<file path="src/rtl/axil_master.sv">
// Single-outstanding AXI4-Lite master that turns one command into one AXI
// transaction and returns one response. Define AXIL_MASTER_TIMEOUT_EN to abort stalled transactions.
module axil_master #(
    parameter int unsigned TIMEOUT_CYC = 1024
) (
    input  logic        clk,
    input  logic        reset,

    input  logic        cmd_valid,
    output logic        cmd_ready,
    input  logic        cmd_write,
    input  logic [31:0] cmd_addr,
    input  logic [31:0] cmd_wdata,
    input  logic [3:0]  cmd_wstrb,

    output logic        rsp_valid,
    input  logic        rsp_ready,
    output logic [31:0] rsp_rdata,
    output logic [1:0]  rsp_resp,
    output logic        rsp_timeout,

    output logic [31:0] M_AXI_AWADDR,
    output logic        M_AXI_AWVALID,
    input  logic        M_AXI_AWREADY,
    output logic [31:0] M_AXI_WDATA,
    output logic [3:0]  M_AXI_WSTRB,
    output logic        M_AXI_WVALID,
    input  logic        M_AXI_WREADY,
    input  logic [1:0]  M_AXI_BRESP,
    input  logic        M_AXI_BVALID,
    output logic        M_AXI_BREADY,

    output logic [31:0] M_AXI_ARADDR,
    output logic        M_AXI_ARVALID,
    input  logic        M_AXI_ARREADY,
    input  logic [31:0] M_AXI_RDATA,
    input  logic [1:0]  M_AXI_RRESP,
    input  logic        M_AXI_RVALID,
    output logic        M_AXI_RREADY
);

    typedef enum logic [2:0] {IDLE, WADDR, WRESP, RADDR, RDATA, DONE} state_t;

    state_t state;

    if (TIMEOUT_CYC < 1) begin : g_timeout_range
        $error("axil_master: TIMEOUT_CYC must be at least 1");
    end

    // NOTE: cmd_ready is decoded rather than registered so it falls in the very cycle reset rises.
    assign cmd_ready = (state == IDLE) && !reset;

    // A VALID stays up next cycle only if its handshake did not complete this cycle.
    logic aw_pending;
    logic w_pending;
    assign aw_pending = M_AXI_AWVALID && !M_AXI_AWREADY;
    assign w_pending  = M_AXI_WVALID  && !M_AXI_WREADY;

`ifdef AXIL_MASTER_TIMEOUT_EN
    localparam int unsigned TW = $clog2(TIMEOUT_CYC + 1);

    logic [TW-1:0] timer;
    logic          busy;
    logic          expired;
    assign busy    = (state == WADDR) || (state == WRESP) ||
                     (state == RADDR) || (state == RDATA);
    assign expired = busy && (timer == TW'(TIMEOUT_CYC - 1));
`endif

    // NOTE: every register here uses <= so all next-state terms read the pre-edge values.
    always_ff @(posedge clk) begin
        if (reset) begin
            state         <= IDLE;
            M_AXI_AWADDR  <= '0;
            M_AXI_AWVALID <= 1'b0;
            M_AXI_WDATA   <= '0;
            M_AXI_WSTRB   <= '0;
            M_AXI_WVALID  <= 1'b0;
            M_AXI_BREADY  <= 1'b0;
            M_AXI_ARADDR  <= '0;
            M_AXI_ARVALID <= 1'b0;
            M_AXI_RREADY  <= 1'b0;
            rsp_valid     <= 1'b0;
            rsp_rdata     <= '0;
            rsp_resp      <= 2'b00;
`ifdef AXIL_MASTER_TIMEOUT_EN
            rsp_timeout   <= 1'b0;
            timer         <= '0;
`endif
        end else begin
            case (state)
                IDLE: begin
                    if (cmd_valid) begin
`ifdef AXIL_MASTER_TIMEOUT_EN
                        timer <= '0;
`endif
                        if (cmd_write) begin
                            state         <= WADDR;
                            M_AXI_AWADDR  <= cmd_addr;
                            M_AXI_WDATA   <= cmd_wdata;
                            M_AXI_WSTRB   <= cmd_wstrb;
                            M_AXI_AWVALID <= 1'b1;
                            M_AXI_WVALID  <= 1'b1;
                        end else begin
                            state         <= RADDR;
                            M_AXI_ARADDR  <= cmd_addr;
                            M_AXI_ARVALID <= 1'b1;
                        end
                    end
                end
                WADDR: begin
                    M_AXI_AWVALID <= aw_pending;
                    M_AXI_WVALID  <= w_pending;
                    if (!aw_pending && !w_pending) begin
                        state        <= WRESP;
                        M_AXI_BREADY <= 1'b1;
                    end
                end
                WRESP: begin
                    if (M_AXI_BVALID) begin
                        state        <= DONE;
                        M_AXI_BREADY <= 1'b0;
                        rsp_valid    <= 1'b1;
                        rsp_rdata    <= '0;
                        rsp_resp     <= M_AXI_BRESP;
                    end
                end
                RADDR: begin
                    if (M_AXI_ARREADY) begin
                        state         <= RDATA;
                        M_AXI_ARVALID <= 1'b0;
                        M_AXI_RREADY  <= 1'b1;
                    end
                end
                RDATA: begin
                    if (M_AXI_RVALID) begin
                        state        <= DONE;
                        M_AXI_RREADY <= 1'b0;
                        rsp_valid    <= 1'b1;
                        rsp_rdata    <= M_AXI_RDATA;
                        rsp_resp     <= M_AXI_RRESP;
                    end
                end
                DONE: begin
                    if (rsp_ready) begin
                        state     <= IDLE;
                        rsp_valid <= 1'b0;
`ifdef AXIL_MASTER_TIMEOUT_EN
                        rsp_timeout <= 1'b0;
`endif
                    end
                end
                default: state <= IDLE;
            endcase

`ifdef AXIL_MASTER_TIMEOUT_EN
            // Placed after the case so an abort overrides any progress made in the same cycle.
            if (busy) begin
                if (expired) begin
                    state         <= DONE;
                    M_AXI_AWVALID <= 1'b0;
                    M_AXI_WVALID  <= 1'b0;
                    M_AXI_BREADY  <= 1'b0;
                    M_AXI_ARVALID <= 1'b0;
                    M_AXI_RREADY  <= 1'b0;
                    rsp_valid     <= 1'b1;
                    rsp_rdata     <= '0;
                    rsp_resp      <= 2'b10;
                    rsp_timeout   <= 1'b1;
                end else begin
                    timer <= timer + TW'(1);
                end
            end
`endif
        end
    end

`ifndef AXIL_MASTER_TIMEOUT_EN
    assign rsp_timeout = 1'b0;
`endif

endmodule

</file>
<file path="config.mk">
export PLATFORM = sky130hd
export DESIGN_NAME = axil_master
export DESIGN_NICKNAME = d
export VERILOG_FILES = /design/src/rtl/axil_master.sv
export SDC_FILE = /design/constraint.sdc
export NUM_CORES = 1
export LEC_CHECK = 0
export BUFFER_PORTS_ARGS = -buffer_cell sky130_fd_sc_hd__buf_2
export CORE_MARGIN = 1
export CORE_UTILIZATION = 46
export CTS_CLUSTER_DIAMETER = 200
export DETAILED_ROUTE_END_ITERATION = 16
export PLACE_DENSITY_LB_ADDON = 0.2
export SYNTH_ARGS = -nofsm -noshare
export SYNTH_HDL_FRONTEND = slang
export SYNTH_SLANG_ARGS = --single-unit
</file>
<file path="constraint.sdc">
create_clock -name clk -period 1.9 [get_ports clk]
set_input_delay 0.095 -clock clk [delete_from_list [all_inputs] [get_ports clk]]
set_output_delay 0.095 -clock clk [all_outputs]
set_load 0.01 [all_outputs]
</file>
==> run_results.csv, run 1 <==
group,metric,value,unit
detailed_routing,drtAntennaViolNets,0,
logic_synthesis,synth_edf_count,0,
layout,layout_common_cells,"buf_2, nand2_1, dfxtp_1",
layout,layout.nets,1097,
detailed_routing,drcViolationCount,0,
detailed_routing,wl_per_cell,14.6,um
timing,slew_violations,0,
setup_path,r2r_setup_slack,0.21,ns
timing,finalSetupViolations,0,
clocking,htree_levels,4,
power_and_ir_drop,p_switching,0.00266,W
clocking,clk_path_buf_depth,2,
floorplanning,start_util,0.476,
detailed_routing,via_count,5733,
job,drv_cap,0,
logic_synthesis,async_reset_ff_frac,0,
power_and_ir_drop,p_per_area,1100,nW/um^2
clocking,cts_resized,0,
power_and_ir_drop,switching_share,0.295,
detailed_routing,viasPerCell,5.05,
power_and_ir_drop,power_frac_comb,0.239,
floorplanning,coreArea,11000,sq um
timing,fmax,593,MHz
power_and_ir_drop,intPower,0.00636,W
detailed_routing,drt-pass1-iter-count,5,
layout,syn2layout_area_growth,56.6,%
clocking,path_clk_slew,0.06,ns
logic_synthesis,netlist_instances,651,
clocking,numCtsBuffers,17,
power_and_ir_drop,ir_worst_vdd,0.000605,V
global_route,gr-usage-all-layers,0.276,
setup_path,worstPathArrival,2.02,ns
setup_path,critPathMaxFanout,68,
logic_synthesis,synth_cell_types,35,
floorplanning,die-height,109,um
place,numPortBuffers,254,
setup_path,startpoint_type,"flip-flop",
detailed_routing,drt_iter0_markers,409,
clocking,postCtsSetupBuffers,0,
logic_synthesis,syn-cell-area,5230,sq um
global_route,antenna_found_initial,0,
layout,diodes,0,
logic_synthesis,yosys_warnings,0,
logic_synthesis,syn_nets,765,
timing,final_hold_viol_count,0,
logic_synthesis,yosys_register_bits,143,
setup_path,crit_path_end_kind,"flip-flop",
clocking,cts_hold_buf,102,
clocking,cts_tree,"done",
logic_synthesis,seq_area_frac_synth,0.547,
floorplanning,io_pins,256,
global_route,grt_remaining_overflow,0,
timing,holdWs,0.0567,ns
global_route,grt_pass1_wl,25300,um
place,hpwl,9880,um
place,place_area,6580,sq um
detailed_routing,routed_wl,16600,um
power_and_ir_drop,p_clk_frac,0.368,
clocking,cts_root_buf,"clkbuf_16",
layout,design_area,8200,sq um
layout,multi_input_area,2080,sq um
timing,period_share,0.888,
floorplanning,die_area,11800,sq um
floorplanning,die_x,109,um
layout,final_common_cell,"buf_2",
clocking,insertion_delay,0.41,ns
layout,regArea,2860,sq um
timing,skew,0.00611,ns
timing,grt_setup_unrepaired,"false",
layout,nFillCells,822,
floorplanning,num_rows,38,
global_route,grt_pass1_vias,5560,
clocking,cts.sinks,143,
timing,fin_crit,1.69,ns
setup_path,path_class,"flip-flop to flip-flop",
global_route,grt_start_max_net_pins,71,
setup_path,cp.required,2.23,ns
timing,fin_setup_tns,0,ns
logic_synthesis,ys.flop_type,"dfxtp_1",
power_and_ir_drop,seqPwrFrac,0.394,
layout,drive_above_1_share,0.299,
logic_synthesis,syn_area_per_cell,8.04,sq um
power_and_ir_drop,p_leak,3.66,nW
place,gp_congestion,0.800,
worst_hold_path,min_path_type,"input port to flip-flop",
outcome,outcome,"finished clean",
==> synthesized netlist by cell type (3+ instances only) <==
cell      number  area share
nand2_1      237        0.17
dfxtp_1      143        0.55
a21oi_1      136        0.13
nand3_1       34       0.033
clkbuf_1      25       0.018
buf_2         15       0.014
buf_4          6      0.0086
buf_6          6       0.013
nor2_1         6      0.0043
nand2b_1       4      0.0048
o21ai_0        4      0.0038
a211oi_1       3      0.0043
a31oi_1        3      0.0036
inv_1          3      0.0022
mux2i_1        3      0.0057
==> state kept, by name, summed over array words and instances, names as in the netlist, 2 cells and up <==
register	flops
M_AXI_WDATA	32
rsp_resp	2
rsp_rdata	32
M_AXI_ARADDR	32
state	3
M_AXI_AWADDR	32
M_AXI_WSTRB	4
==> cell type report <==
cell class | count | share of cell area
flip-flops and latches | 143 | 0.349
repair buffers | 366 | 0.301
multi-input cells | 452 | 0.254
clock buffers | 27 | 0.0638
well taps | 140 | 0.0214
clock inverters | 5 | 0.00916
inverters | 3 | 0.00137
==> power by group through the flow <==
stage / clock, W / sequential, W / combinational [W]
floorplan: 0 / 0.00368 / 0.00117
global placement: 0 / 0.00359 / 0.00192
detailed placement: 0 / 0.00361 / 0.00196
CTS: 0.00336 / 0.00355 / 0.00213
global route: 0.00348 / 0.00359 / 0.00235
finish: 0.00332 / 0.00355 / 0.00215
==> per-stage QoR <==
stage	power, W	setup slack [ns]	cells	util
3_5_place_dp	0.00556	0.300	1002	0.599
2_1_floorplan	0.00486	0.546	651	-
4_1_cts	0.00904	0.266	1136	0.746
5_1_grt	0.00943	0.0987	1136	0.746
3_3_place_gp	0.00550	0.376	1002	0.599
6_report	0.00902	0.212	1136	0.746
==> layer usage <==
metal	wire, um	GRT usage	vias to the layer above	share of wire
li1	-	-	2804	-
met1	6290	0.292	2619	0.38
met2	8580	0.500	274	0.52
met3	1290	0.0759	36	0.078
met4	420	0.137	0	0.025
met5	0	0	-	0
==> worst max-delay path, stage by stage, from the launching register on <==
cell	delay (ns)
dfxtp_1	0.46
nor3_4	0.30
and3_2	0.24
buf_12	0.27
nand2_1	0.11
a21oi_1	0.18
==> worst paths after layout <==
kind                                      from                      endpoint  cells past startpoint
setup / recovery         state[2]$_SDFFE_PP0P_   M_AXI_WDATA[1]$_SDFFE_PP0P_                      5
hold / removal                  M_AXI_BRESP[0]      rsp_resp[0]$_SDFFE_PP0P_                      3
setup reg to reg         state[2]$_SDFFE_PP0P_   M_AXI_WDATA[1]$_SDFFE_PP0P_                      5
hold reg to reg   M_AXI_WDATA[17]$_SDFFE_PP0P_  M_AXI_WDATA[17]$_SDFFE_PP0P_                      2
==> logic make-up (layout without fill, tap and decap cells) <==
kind of cell | after synthesis | in the layout | share of synthesized area
and+or+nand+nor | 293 | 293 | 0.232
AOI/OAI and AO/OA | 155 | 155 | 0.158
DFF | 143 | 143 | 0.547
buffers and inverters | 56 | 401 | 0.0567
muxes | 3 | 3 | 0.00574
other | 1 | 1 | 0.000717
No activity file was read; power rests on OpenSTA's default activity.
==> inputs of run 2 (changes only) <==
CTS_BUF_LIST = sky130_fd_sc_hd__clkbuf_8 sky130_fd_sc_hd__clkbuf_16   (was unset)
GPL_TIMING_DRIVEN = 0   (was unset)
==> run 2 against run 1 <==
  * Sequential power decreased by 2%
  * Sequential share of layout area down 0.23 points
  * Die area is the same
  * Sequential cell count unchanged
  * Worst setup slack lost 0.057 ns
  * Total power shrank 0.82%
  * Core utilization is 0.49 points higher
  * Routed wire length increased by 8.3%
  * Count of clock-buffer cells in the layout shrank 8
  * Via count rose by 3.6%
  * Cell count up 3.5%
  * Critical endpoint is now M_AXI_WDATA[16]$_SDFFE_PP0P_
==> run_results.csv, run 2 (same netlist as run 1, synthesis figures left out) <==
group,metric,value,unit
outcome,outcome,"finished clean",
setup_path,path_class,"flip-flop to flip-flop",
power_and_ir_drop,p_clk_frac,0.353,
place,numPortBuffers,253,
detailed_routing,drcViolationCount,0,
clocking,path_clk_slew,0.06,ns
floorplanning,start_util,0.476,
detailed_routing,via_count,5942,
place,placed_cells,1044,
place,dpl_worst_slack,0.0749,ns
floorplanning,io_pins,256,
setup_path,crit_path_end_kind,"flip-flop",
timing,worst_pin_slew,0.608,ns
setup_path,cp_cell_sequence,"buf_4 > nor3_4 > nand3_1 > clkbuf_1 > nand2_1 > a21oi_1",
layout,multi_input_area,2070,sq um
place,gp_congestion,0.802,
layout,drive_above_1_share,0.299,
clocking,cts_tree,"done",
global_route,grt_remaining_overflow,0,
global_route,gr-usage-all-layers,0.302,
layout,diodes,0,
setup_path,critPathMaxFanout,10,
setup_path,worstPathArrival,2.02,ns
layout,regArea,2860,sq um
setup_path,cp_slowest_cell,"nand3_1",
layout,final_common_cell,"buf_2",
timing,fin_crit,1.74,ns
clocking,htree_levels,4,
power_and_ir_drop,p_switching,0.00273,W
global_route,grt_start_max_net_pins,17,
global_route,antenna_found_initial,0,
power_and_ir_drop,p_per_area,1080,nW/um^2
layout,layout.nets,1139,
setup_path,slowest_delay,0.35,ns
setup_path,critPathBufInv,2,
timing,finalSetupViolations,0,
layout,syn2layout_area_growth,57.7,%
floorplanning,num_rows,38,
detailed_routing,drtAntennaViolNets,0,
clocking,numCtsBuffers,17,
timing,slew_violations,0,
detailed_routing,viasPerCell,5.05,
power_and_ir_drop,switching_share,0.306,
power_and_ir_drop,intPower,0.00621,W
timing,holdWs,0.0436,ns
timing,final_hold_viol_count,0,
detailed_routing,routed_wl,17900,um
layout,nFillCells,839,
power_and_ir_drop,seqPwrFrac,0.391,
clocking,insertion_delay,0.42,ns
setup_path,path_delay_family,"simple AND/OR/NAND/NOR gates",
timing,fmax,573,MHz
floorplanning,coreArea,11000,sq um
detailed_routing,drt_iter0_markers,360,
timing,maxSlewHeadroom,0.594,
timing,grt_setup_unrepaired,"false",
timing,fin_setup_tns,0,ns
global_route,grt_pass1_vias,5735,
job,drv_cap,0,
place,hpwl,11200,um
floorplanning,die-height,109,um
clocking,cts.sinks,143,
clocking,cts_root_buf,"clkbuf_16",
power_and_ir_drop,ir_worst_vdd,0.000764,V
layout,layout_common_cells,"buf_2, nand2_1, dfxtp_1",
layout,fin_cells,1176,
setup_path,cp.required,2.17,ns
global_route,grt_pass1_wl,27200,um
timing,skew,0.00516,ns
detailed_routing,drt-pass1-iter-count,5,
worst_hold_path,min_path_type,"input port to flip-flop",
timing,setup_ws,0.156,ns
timing,period_share,0.918,
clocking,clk_path_buf_depth,2,
floorplanning,die_area,11800,sq um
floorplanning,die_x,109,um
clocking,postCtsSetupBuffers,0,
power_and_ir_drop,p_leak,3.73,nW
detailed_routing,wl_per_cell,15.3,um
power_and_ir_drop,power_frac_comb,0.256,
setup_path,startpoint_type,"flip-flop",
-- run 2: changes by cell type in the layout (fill, tap and decap cells not counted), sizes merged --
| cell | previous run | this run |
|---|---|---|
| buf | 264 | 281 |
| clkbuf | 27 | 44 |
| inv | 3 | 7 |
| clkinv | 3 | 4 |
| clkinvlp | 0 | 1 |
-- run 2: path summary, 6_finish.rpt --
check                            startpoint  cells past startpoint                      endpoint  slack, ns
setup reg to reg      state[0]$_SDFFE_PP0P_                      6  M_AXI_WDATA[16]$_SDFFE_PP0P_       0.16
setup / recovery      state[0]$_SDFFE_PP0P_                      6  M_AXI_WDATA[16]$_SDFFE_PP0P_       0.16
hold / removal                 M_AXI_RVALID                      4     M_AXI_RREADY$_SDFFE_PP0P_       0.04
hold reg to reg   rsp_rdata[6]$_SDFFE_PP0P_                      2     rsp_rdata[6]$_SDFFE_PP0P_       0.45
-- run 2: repair_timing --
action,in CTS,in global routing
hold buffers,102,0
hold endpoints to repair,134,0
gates resized for setup,0,0
-- run 2: worst register-to-register path: stages, from the launching register on --
cell,delay [ns]
dfxtp_1,0.29
buf_4,0.16
nor3_4,0.21
nand3_1,0.35
clkbuf_1,0.34
nand2_1,0.16
a21oi_1,0.09
-- run 2: final cells by class --
type	instances	share of cell area
sequential	143	0.347
multi-input combinational	452	0.251
inverter	3	0.00136
clock inverter	11	0.0124
timing repair buffer	355	0.277
buffer	53	0.0346
clock buffer	19	0.0549
tap	140	0.0212
-- run 2: per-stage QoR --
stage	area [sq um]	util	total power [W]
after floorplan	5230	-	0.00486
after global placement	6670	0.608	0.00562
after detailed placement	6670	0.608	0.00564
after CTS	8250	0.751	0.00894
after global routing	8250	0.751	0.00935
final	8250	0.751	0.00895
-- run 2: routing by layer --
metal  GRT usage  vias to the layer above  part of all wire  wire [um]
li1            -                     2898                 -          -
met1       0.326                     2742              0.38       6820
met2       0.540                      253              0.51       9210
met3      0.0897                       49             0.079       1420
met4       0.143                        0             0.027        486
met5           0                        -                 0          0
-- run 2: power by group through the flow --
| stage | registers [W] | clock network [W] | logic (W) |
|---|---|---|---|
| after floorplan | 0.00368 | 0 | 0.00117 |
| after global placement | 0.00353 | 0 | 0.00209 |
| after detailed placement | 0.00355 | 0 | 0.00209 |
| after CTS | 0.00349 | 0.00319 | 0.00226 |
| after global routing | 0.00353 | 0.00332 | 0.00250 |
| final | 0.00349 | 0.00316 | 0.00229 |
